==> src/rtl/msu_audio_out_pkg.sv <==
`default_nettype none
// msu_pkg: shared constants, FSM encodings and sample arithmetic for the MSU-1 audio path.
// Revision: 1.0
package msu_pkg;

    localparam int SECTOR_SIZE_WORDS = 512;
    localparam int FIFO_DEPTH_WORDS  = 2048;
    localparam int USEDW_W           = $clog2(FIFO_DEPTH_WORDS);

    // Priming threshold is one full sector of PCM words.
    localparam logic [USEDW_W-1:0] PRIME_WORDS_DEFAULT = USEDW_W'(SECTOR_SIZE_WORDS);

    localparam logic [2:0] ST_IDLE  = 3'd0;
    localparam logic [2:0] ST_PRIME = 3'd1;
    localparam logic [2:0] ST_RUN   = 3'd2;
    localparam logic [2:0] ST_RD_L  = 3'd3;
    localparam logic [2:0] ST_RD_R  = 3'd4;
    localparam logic [2:0] ST_OUT   = 3'd5;

    // Volume 255 maps to a multiplier of 256 so that full scale is an exact pass-through.
    function automatic logic signed [15:0] msu_scale(input logic signed [15:0] x,
                                                     input logic [7:0] v);
        logic [8:0]         m;
        logic signed [25:0] p;
        m = {1'b0, v} + {8'd0, v[7]};
        p = 26'(x) * 26'($signed({1'b0, m}));
        return p[23:8];
    endfunction

    function automatic logic [7:0] vol_ramp_step(input logic [7:0] cur, input logic [7:0] tgt);
        if (cur < tgt) begin
            return cur + 8'd1;
        end else if (cur > tgt) begin
            return cur - 8'd1;
        end
        return cur;
    endfunction

endpackage
`default_nettype wire

==> src/rtl/msu_sample_tick.sv <==
`default_nettype none
// msu_sample_tick: fractional-accumulator strobe, one tick_o pulse per 1/SAMPLE_HZ on average.
// Revision: 1.0
module msu_sample_tick #(
    parameter int unsigned CLK_HZ    = 21477270,
    parameter int unsigned SAMPLE_HZ = 44100
) (
    input  logic clk_i,
    input  logic rst_ni,
    output logic tick_o
);

    logic [31:0] acc_q;
    logic [31:0] acc_d;
    logic [31:0] sum;

    always_comb begin
        sum    = acc_q + SAMPLE_HZ;
        tick_o = (sum >= CLK_HZ);
        acc_d  = tick_o ? (sum - CLK_HZ) : sum;
    end

    always_ff @(posedge clk_i or negedge rst_ni) begin
        if (!rst_ni) begin
            acc_q <= '0;
        end else begin
            acc_q <= acc_d;
        end
    end

endmodule
`default_nettype wire

==> src/rtl/msu_audio_out.sv <==
`default_nettype none
// msu_audio_out: pops L/R PCM pairs from the MSU-1 FIFO at 44.1 kHz, applies volume, drives the mixer.
// Build option: define MSU_AUDIO_VOLRAMP_EN for a one-step-per-sample volume ramp. Revision: 1.0
module msu_audio_out
    import msu_pkg::*;
#(
    parameter int unsigned        CLK_HZ      = 21477270,
    parameter int unsigned        SAMPLE_HZ   = 44100,
    parameter logic [USEDW_W-1:0] PRIME_WORDS = PRIME_WORDS_DEFAULT
) (
    input  logic                clk,
    input  logic                reset_n,
    input  logic                audio_play,
    input  logic                clear,
    input  logic [7:0]          volume,
    input  logic signed [15:0]  fifo_q,
    input  logic [USEDW_W-1:0]  fifo_usedw,
    output logic                fifo_rd,
    output logic signed [15:0]  audio_l,
    output logic signed [15:0]  audio_r,
    output logic                sample_valid,
    output logic                underrun
);

`ifdef MSU_AUDIO_VOLRAMP_EN
    localparam bit VOL_RAMP = 1'b1;
`else
    localparam bit VOL_RAMP = 1'b0;
`endif

    localparam logic [USEDW_W-1:0] PAIR_WORDS = USEDW_W'(2);

    if (CLK_HZ < 8 * SAMPLE_HZ) begin : g_ratio_check
        $error("msu_audio_out: CLK_HZ must be at least 8*SAMPLE_HZ");
    end

    logic tick;

    msu_sample_tick #(
        .CLK_HZ    (CLK_HZ),
        .SAMPLE_HZ (SAMPLE_HZ)
    ) u_tick (
        .clk_i  (clk),
        .rst_ni (reset_n),
        .tick_o (tick)
    );

    logic [2:0]         state_q, state_d;
    logic signed [15:0] left_q, left_d;
    logic signed [15:0] audio_l_q, audio_l_d;
    logic signed [15:0] audio_r_q, audio_r_d;
    logic               sample_valid_q, sample_valid_d;
    logic               underrun_q, underrun_d;
    logic [7:0]         vcur_q, vcur_d;
    logic               rd;

    always_comb begin
        state_d        = state_q;
        left_d         = left_q;
        audio_l_d      = audio_l_q;
        audio_r_d      = audio_r_q;
        sample_valid_d = 1'b0;
        underrun_d     = underrun_q;
        vcur_d         = VOL_RAMP ? vcur_q : volume;
        rd             = 1'b0;

        if (clear) begin
            state_d    = ST_IDLE;
            audio_l_d  = '0;
            audio_r_d  = '0;
            underrun_d = 1'b0;
        end else begin
            case (state_q)
                ST_IDLE: begin
                    audio_l_d = '0;
                    audio_r_d = '0;
                    if (audio_play) begin
                        state_d    = ST_PRIME;
                        underrun_d = 1'b0;
                    end
                end
                ST_PRIME: begin
                    if (!audio_play) begin
                        state_d = ST_IDLE;
                    end else if (fifo_usedw >= PRIME_WORDS) begin
                        state_d = ST_RUN;
                    end
                end
                ST_RUN: begin
                    // A tick always wins over a pause so an accepted tick yields a full pair.
                    if (tick) begin
                        if (fifo_usedw >= PAIR_WORDS) begin
                            rd      = 1'b1;
                            state_d = ST_RD_L;
                        end else begin
                            underrun_d     = 1'b1;
                            audio_l_d      = '0;
                            audio_r_d      = '0;
                            sample_valid_d = 1'b1;
                            if (VOL_RAMP) begin
                                vcur_d = vol_ramp_step(vcur_q, volume);
                            end
                        end
                    end else if (!audio_play) begin
                        state_d   = ST_IDLE;
                        audio_l_d = '0;
                        audio_r_d = '0;
                    end
                end
                ST_RD_L: begin
                    left_d  = fifo_q;
                    rd      = 1'b1;
                    state_d = ST_RD_R;
                end
                ST_RD_R: begin
                    // Outputs register here so they are presented during the OUT cycle.
                    audio_l_d      = msu_scale(left_q, vcur_q);
                    audio_r_d      = msu_scale(fifo_q, vcur_q);
                    sample_valid_d = 1'b1;
                    state_d        = ST_OUT;
                end
                ST_OUT: begin
                    if (VOL_RAMP) begin
                        vcur_d = vol_ramp_step(vcur_q, volume);
                    end
                    if (audio_play) begin
                        state_d = ST_RUN;
                    end else begin
                        state_d   = ST_IDLE;
                        audio_l_d = '0;
                        audio_r_d = '0;
                    end
                end
                default: begin
                    state_d   = ST_IDLE;
                    audio_l_d = '0;
                    audio_r_d = '0;
                end
            endcase
        end
    end

    always_ff @(posedge clk or negedge reset_n) begin
        if (!reset_n) begin
            state_q        <= ST_IDLE;
            left_q         <= '0;
            audio_l_q      <= '0;
            audio_r_q      <= '0;
            sample_valid_q <= 1'b0;
            underrun_q     <= 1'b0;
            vcur_q         <= '0;
        end else begin
            state_q        <= state_d;
            left_q         <= left_d;
            audio_l_q      <= audio_l_d;
            audio_r_q      <= audio_r_d;
            sample_valid_q <= sample_valid_d;
            underrun_q     <= underrun_d;
            vcur_q         <= vcur_d;
        end
    end

    assign fifo_rd      = rd;
    assign audio_l      = audio_l_q;
    assign audio_r      = audio_r_q;
    assign sample_valid = sample_valid_q;
    assign underrun     = underrun_q;

endmodule
`default_nettype wire
==> config.mk <==
export PLATFORM = sky130hd
export DESIGN_NAME = msu_audio_out
export DESIGN_NICKNAME = d
export VERILOG_FILES = /design/src/rtl/msu_audio_out_pkg.sv /design/src/rtl/msu_sample_tick.sv /design/src/rtl/msu_audio_out.sv
export SDC_FILE = /design/constraint.sdc
export NUM_CORES = 1
export LEC_CHECK = 0
export BUFFER_PORTS_ARGS = -buffer_cell sky130_fd_sc_hd__buf_2
export CAP_MARGIN = 20
export CORE_MARGIN = 2
export CORE_UTILIZATION = 30
export DETAILED_ROUTE_END_ITERATION = 10
export PLACE_DENSITY = 0.57
export RECOVER_POWER = 100
export SETUP_SLACK_MARGIN = 0.3
export SYNTH_ARGS = -nofsm -noshare
export SYNTH_HDL_FRONTEND = slang
export SYNTH_SLANG_ARGS = --single-unit
export TNS_END_PERCENT = 20
==> constraint.sdc <==
create_clock -name clk -period 6.25 [get_ports clk]
set_input_delay 0.625 -clock clk [delete_from_list [all_inputs] [get_ports clk]]
set_output_delay 0.625 -clock clk [all_outputs]
set_load 0.02 [all_outputs]
==> impl_metrics.ini, run 1 <==
[route]
drt-pass1-iter-count = 7
drtIter0Drc = 582
post_drt_via_cell_ratio = 4.80
post_drt_wl_per_cell_um = 15.3
final_antenna_net_count = 0
drt_wl_total_um = 34900
num_vias = 11000
drc_errors = 0

[timing]
tightest_slew_ns = 2.28
setup_viol = 0
relSlewSlack = -0.519
finalCritPeriodShare = 0.991
post-route-min-period_ns = 6.19
maxSlewViolCount = 129
rsz0062_at_grt = true
hold_viol_final = 0
fin_skew_ns = 0.0106
hold_ws_ns = 0.363
fmax_ghz = 0.161
timing.setup.tns_ns = 0

[final_layout]
mostFrequentLayoutCell = inv_1
nNetsFinal = 2039
final_layout_size_suffix_gt1_frac = 0.133
syn2layout_area_growth_pct = 15.7
final_cell_mix = inv_1 (276), fa_1 (224), nand2_1 (167)

[global_routing]
antenna_found_initial = 1
grtUsageTotal = 0.148
grt_pass1_wl_um = 59400
grt_max_degree = 56
grt_pass1_vias = 11900
overflow = 0

[floorplan]
rows = 80
die_h_um = 223
dieArea_um2 = 49900
die_x_um = 223
num_io_pins = 74
start_util = 0.303
design.core.area_um2 = 47600

[critical_path]
worstPathRequired_ns = 6.52
cp-end-kind = flip-flop
cp-startpoint = vcur_q[7]
startpoint_type = flip-flop
r2r_start = vcur_q[7]
crit_arrival_ns = 6.47
crit_fanout = 12
criticalPathCategory = reg -> reg

[clock_tree]
cts_buffers = 9
cts_sinks = 92
cts_tree = yes
clk_latency_ns = 0.38
ctsLongestPathBuffers = 2
htree_levels = 3
clk_pin_slew_ns = 0.07
clockRootBuffer = clkbuf_16
postCtsHoldBufs = 0

[power]
p_int_uw = 2580
combPwrFrac = 0.742
irDropWorstVdd_v = 0.000200
clkPwrFrac = 0.117
power.switching_uw = 2140
powerDensity_nw_per_um2 = 282
p_leak_uw = 0.00830
pwr-share-seq = 0.141
swShare = 0.453

[place]
gp_congestion = 0.841
dp_hpwl_um = 27100
io_buffers = 72

[worst_hold_path]
min_from = volume[5]
hp-class = in -> reg

[synth]
synth-seq-cells = 92
yosysSeqAreaShare = 0.159
async_flop_share = 1.00
yosys_most_used_dff = dfrtp_1
netlist_area_um2 = 14500
ys_types = 72
synth_fp_nets = 1939
synth_edf_count = 0
syn_avg_cell_area_um2 = 9.22
netlist_instances = 1567
ys_warn_count = 0

[outcome]
violations = max-capacitance violations, max-slew violations
status = complete, but fails checks

[run]
max_cap_violations = 3
[state kept, by name, indices dropped and copies added, names as in the netlist]
name,count
audio_r,16
left_q,16
state_q,3
vcur_q,8
underrun,1
u_tick.acc_q,31
audio_l,16
sample_valid,1
[critical path, stage by stage (launching register included)]
cell	delay [ns]
dfrtp_1	0.42
ha_4	0.19
ha_4	0.18
buf_6	0.13
xor2_4	0.17
buf_12	0.16
nand2_1	0.08
fa_1	0.51
inv_1	0.05
fa_1	0.48
fa_1	0.52
fa_1	0.55
inv_1	0.05
fa_1	0.53
inv_1	0.07
ha_4	0.25
and3_1	0.19
a221o_1	0.30
a41o_1	0.27
a211oi_4	0.31
o21ai_2	0.11
a21o_1	0.19
a21oi_2	0.13
xnor2_1	0.07
a22o_1	0.17
[logic make-up (layout without fill, tap and decap cells)]
kind of cell / Yosys count / count (layout) / share of synthesized area
adders and majority gates: 333 / 333 / 0.407
xor gates and xnor gates: 101 / 101 / 0.0612
buffers and inverters: 355 / 459 / 0.0954
DFF: 92 / 92 / 0.159
other: 0 / 1 / 0
and+or+nand+nor: 488 / 488 / 0.172
AOI/OAI and AO/OA: 177 / 177 / 0.0892
muxes: 21 / 21 / 0.0164
[cell type report]
class	instances	area (µm²)
Tap cell	615	769
Multi-Input combinational cell	1120	11200
Antenna cell	1	2.50
Clock inverter	5	37.5
Sequential cell	92	2300
Fill cell	4877	30900
Timing Repair Buffer	166	1100
Inverter	278	1040
Clock buffer	10	239
[power groups by stage]
stage	combinational, µW	sequential [µW]	clock, µW
3_5_place_dp	3260	677	0
5_1_grt	4040	671	593
4_1_cts	3380	666	574
6_report	3500	666	552
3_3_place_gp	3200	677	0
2_1_floorplan	2410	638	0
[path summary, 6_finish.rpt]
path	to	slack, ns	depth (start not counted)
worst min register to register	underrun	0.50	1
worst max register to register	audio_r[15]	0.06	24
min in group asynchronous	underrun	0.91	1
max in group asynchronous	audio_r[9]	2.87	2
worst max-delay path	audio_r[15]	0.06	24
worst min-delay path	vcur_q[5]	0.36	1
[through the flow]
stage	util	setup WS, ns	area (µm²)	cells	total power, µW
final	0.351	0.0562	16700	2287	4720
after global routing	0.351	-0.203	16700	2286	5300
after CTS	0.349	0.0379	16600	2285	4620
after detailed placement	0.337	-0.136	16100	2258	3940
after global placement	0.337	-0.0419	16100	2258	3870
after floorplan	-	0.201	14600	1567	3050
[what timing repair did]
| action | 4_1_cts | 5_1_grt |
|---|---|---|
| pin swaps | 32 | 13 |
| setup buffers | 12 | 1 |
| setup endpoints to repair | 22 | 25 |
| gates resized for setup | 34 | 32 |
[synth_stat cells, types with 17 or more instances]
cell / count / area [µm²]
clkbuf_1: 45 / 169
nand2_1: 171 / 642
xor2_1: 31 / 272
nor2b_1: 42 / 263
a22o_1: 30 / 263
buf_1: 17 / 63.8
dfrtp_1: 92 / 2300
fa_1: 228 / 4560
ha_1: 105 / 1310
nor2_1: 57 / 214
mux2_2: 17 / 191
o21ai_0: 23 / 115
a21oi_1: 30 / 150
inv_1: 278 / 1040
nand3_1: 29 / 145
and2_1: 114 / 713
xnor2_1: 70 / 613
[routing by layer]
| layer | share of wire | vias to the layer above | track usage |
|---|---|---|---|
| met5 | 0.00037 | - | 0 |
| met4 | 0.018 | 2 | 0.0456 |
| met3 | 0.033 | 35 | 0.0204 |
| met2 | 0.50 | 170 | 0.254 |
| met1 | 0.45 | 5641 | 0.192 |
| li1 | - | 5125 | - |
Note: power is estimated with default switching activity, not from simulation.
==> run 2, diff against run 1 <==
--- a/config.mk
+++ b/config.mk
@@ -5,12 +5,13 @@
 export SDC_FILE = /design/constraint.sdc
 export NUM_CORES = 1
 export LEC_CHECK = 0
-export BUFFER_PORTS_ARGS = -buffer_cell sky130_fd_sc_hd__buf_2
+export BUFFER_PORTS_ARGS = -buffer_cell sky130_fd_sc_hd__clkbuf_2
 export CAP_MARGIN = 20
 export CORE_MARGIN = 2
 export CORE_UTILIZATION = 30
 export DETAILED_ROUTE_END_ITERATION = 10
-export PLACE_DENSITY = 0.57
+export GPL_TIMING_DRIVEN = 0
+export PLACE_DENSITY = 0.56
 export RECOVER_POWER = 100
 export SETUP_SLACK_MARGIN = 0.3
 export SYNTH_ARGS = -nofsm -noshare
==> constraint.sdc (replaced) <==
create_clock -name clk -period 6.1 [get_ports clk]
set_input_delay 0.61 -clock clk [delete_from_list [all_inputs] [get_ports clk]]
set_output_delay 0.61 -clock clk [all_outputs]
set_load 0.02 [all_outputs]
==> run 2 against run 1 <==
The run ends with max-capacitance violations, max-slew violations, negative setup slack left; hold slack got worse by 0.043 ns; sequential power fell by 3.0%; via count rose by 1.2%; cell count rose by 0.83%; critical endpoint unchanged; largest cell class unchanged; largest power group unchanged.
==> impl_metrics.ini, run 2 (same netlist as run 1, synthesis figures left out) <==
[place]
place_ws_ns = -1.29
placed_cell_area_um2 = 15700
place_inst = 2243
io_buffers = 59
dp_hpwl_um = 29600
gp_congestion = 0.831

[global_routing]
grt_pass1_wl_um = 62300
grt_pass1_vias = 11400
grtUsageTotal = 0.160
overflow = 0
antenna_found_initial = 0
grt_max_degree = 54

[clock_tree]
cts_sinks = 92
ctsLongestPathBuffers = 2
clockRootBuffer = clkbuf_16
cts_buffers = 9
clk_latency_ns = 0.39
cts_tree = yes
clk_pin_slew_ns = 0.08
htree_levels = 3

[route]
post_drt_wl_per_cell_um = 16.5
drtIter0Drc = 697
drt-pass1-iter-count = 5
drc_errors = 0
final_antenna_net_count = 0
post_drt_via_cell_ratio = 4.82
num_vias = 11100
drt_wl_total_um = 38100

[floorplan]
die_x_um = 223
design.core.area_um2 = 47600
die_h_um = 223
rows = 80
num_io_pins = 74
dieArea_um2 = 49900
start_util = 0.303

[power]
swShare = 0.471
powerDensity_nw_per_um2 = 280
clkPwrFrac = 0.128
p_int_uw = 2490
irDropWorstVdd_v = 0.000204
p_leak_uw = 0.00836
combPwrFrac = 0.734
pwr-share-seq = 0.137
power.switching_uw = 2220

[final_layout]
final_cells = 2306
design_area_um2 = 16800
diodes = 0
final_core_utilization = 0.353
largest_register = u_tick.acc_q
largest_register_ffs = 31
syn2layout_area_growth_pct = 16.4
final_layout_size_suffix_gt1_frac = 0.131
final_cell_mix = inv_1 (272), fa_1 (226), nand2_1 (163)
nNetsFinal = 2058
mostFrequentLayoutCell = inv_1

[timing]
rsz0062_at_grt = true
setup_viol = 10
fin_skew_ns = 0.00950
relSlewSlack = -1.13
maxSlewViolCount = 103
fin_ws_ns = -0.350
hold_ws_ns = 0.320
finalCritPeriodShare = 1.06
post-route-min-period_ns = 6.45
tightest_slew_ns = 3.19
fmax_ghz = 0.155
hold_viol_final = 0

[run]
max_cap_violations = 3

[worst_hold_path]
whs_endpoint = vcur_q[5]
whs_path_depth = 1
min_from = volume[5]
hp-class = in -> reg

[critical_path]
crit_arrival_ns = 6.73
worstPathRequired_ns = 6.38
r2r_start = vcur_q[7]
criticalPathCategory = reg -> reg
r2r_end = audio_r[15]
cp-end-kind = flip-flop
startpoint_type = flip-flop
rr_worst_depth = 25
crit_fanout = 4
r2r_slack_ns = -0.35

[outcome]
violations = max-capacitance violations, max-slew violations, negative setup slack
status = complete, but fails checks
-- run 2: cell count changes in the layout (fill, tap and decap cells not counted), moves of 5 or more --
| cell | change |
|---|---|
| clkbuf_1 | +16 |
| dfrtp_1 | -5 |
| nand2_4 | +5 |
| buf_8 | +10 |
| buf_2 | -23 |
| clkbuf_2 | +28 |
| buf_1 | +17 |
| buf_4 | -33 |
| dfrtp_2 | +5 |
-- run 2: cell type report --
type	instances	area, µm²
Fill cell	4841	30800
Multi-Input combinational cell	1120	11200
Sequential cell	92	2310
Inverter	278	1040
Tap cell	615	769
Timing Repair Buffer	108	648
Buffer	77	528
Clock buffer	9	225
Clock inverter	7	70.1
-- run 2: critical path: stages (launching register included) --
cell,delay [ns]
dfrtp_2,0.43
ha_4,0.19
ha_4,0.21
nand3_4,0.11
xnor2_4,0.29
buf_8,0.17
nand2_4,0.05
fa_1,0.59
inv_2,0.05
fa_1,0.52
fa_1,0.43
fa_1,0.52
inv_2,0.04
fa_1,0.51
inv_2,0.05
ha_4,0.21
a21o_1,0.17
a21o_1,0.16
a221o_1,0.32
a41o_1,0.26
a211oi_4,0.34
o21ai_2,0.12
a21o_1,0.19
a21oi_2,0.14
xnor2_1,0.07
a22o_1,0.18
-- run 2: per-layer routing --
metal | vias to the layer above | share of wire | GRT usage
li1 | 5173 | - | -
met1 | 5695 | 0.44 | 0.213
met2 | 204 | 0.50 | 0.269
met3 | 35 | 0.036 | 0.0217
met4 | 0 | 0.026 | 0.0535
met5 | - | 0 | 0
-- run 2: repair_timing --
action / 4_1_cts / 5_1_grt
setup endpoints to repair: 31 / 28
cloned: 0 / 0
resized for setup: 62 / 75
buffers inserted: 25 / 22
hold buffers: 0 / 0
pin swaps: 11 / 33
-- run 2: worst max path at each step --
stage | from | endpoint
finish | vcur_q[7] | audio_r[15]
CTS | vcur_q[7] | audio_r[15]
detailed placement | vcur_q[7] | audio_r[15]
global placement | vcur_q[7] | audio_r[15]
floorplan | vcur_q[7] | audio_r[15]
global route | vcur_q[0] | audio_r[15]
-- run 2: power groups by stage --
stage	Combinational [µW]	Clock (µW)	Sequential, µW
2_1_floorplan	2470	0	654
3_3_place_gp	3040	0	658
3_5_place_dp	3090	0	658
4_1_cts	3260	630	646
5_1_grt	3980	651	649
6_report	3450	604	646
-- run 2: per-stage QoR --
step                total power (µW)  TNS, ns
floorplan                       3130        0
global placement                3700   -16.30
detailed placement              3750   -18.75
CTS                             4540    -1.29
global route                    5280    -5.87
finish                          4700    -1.93
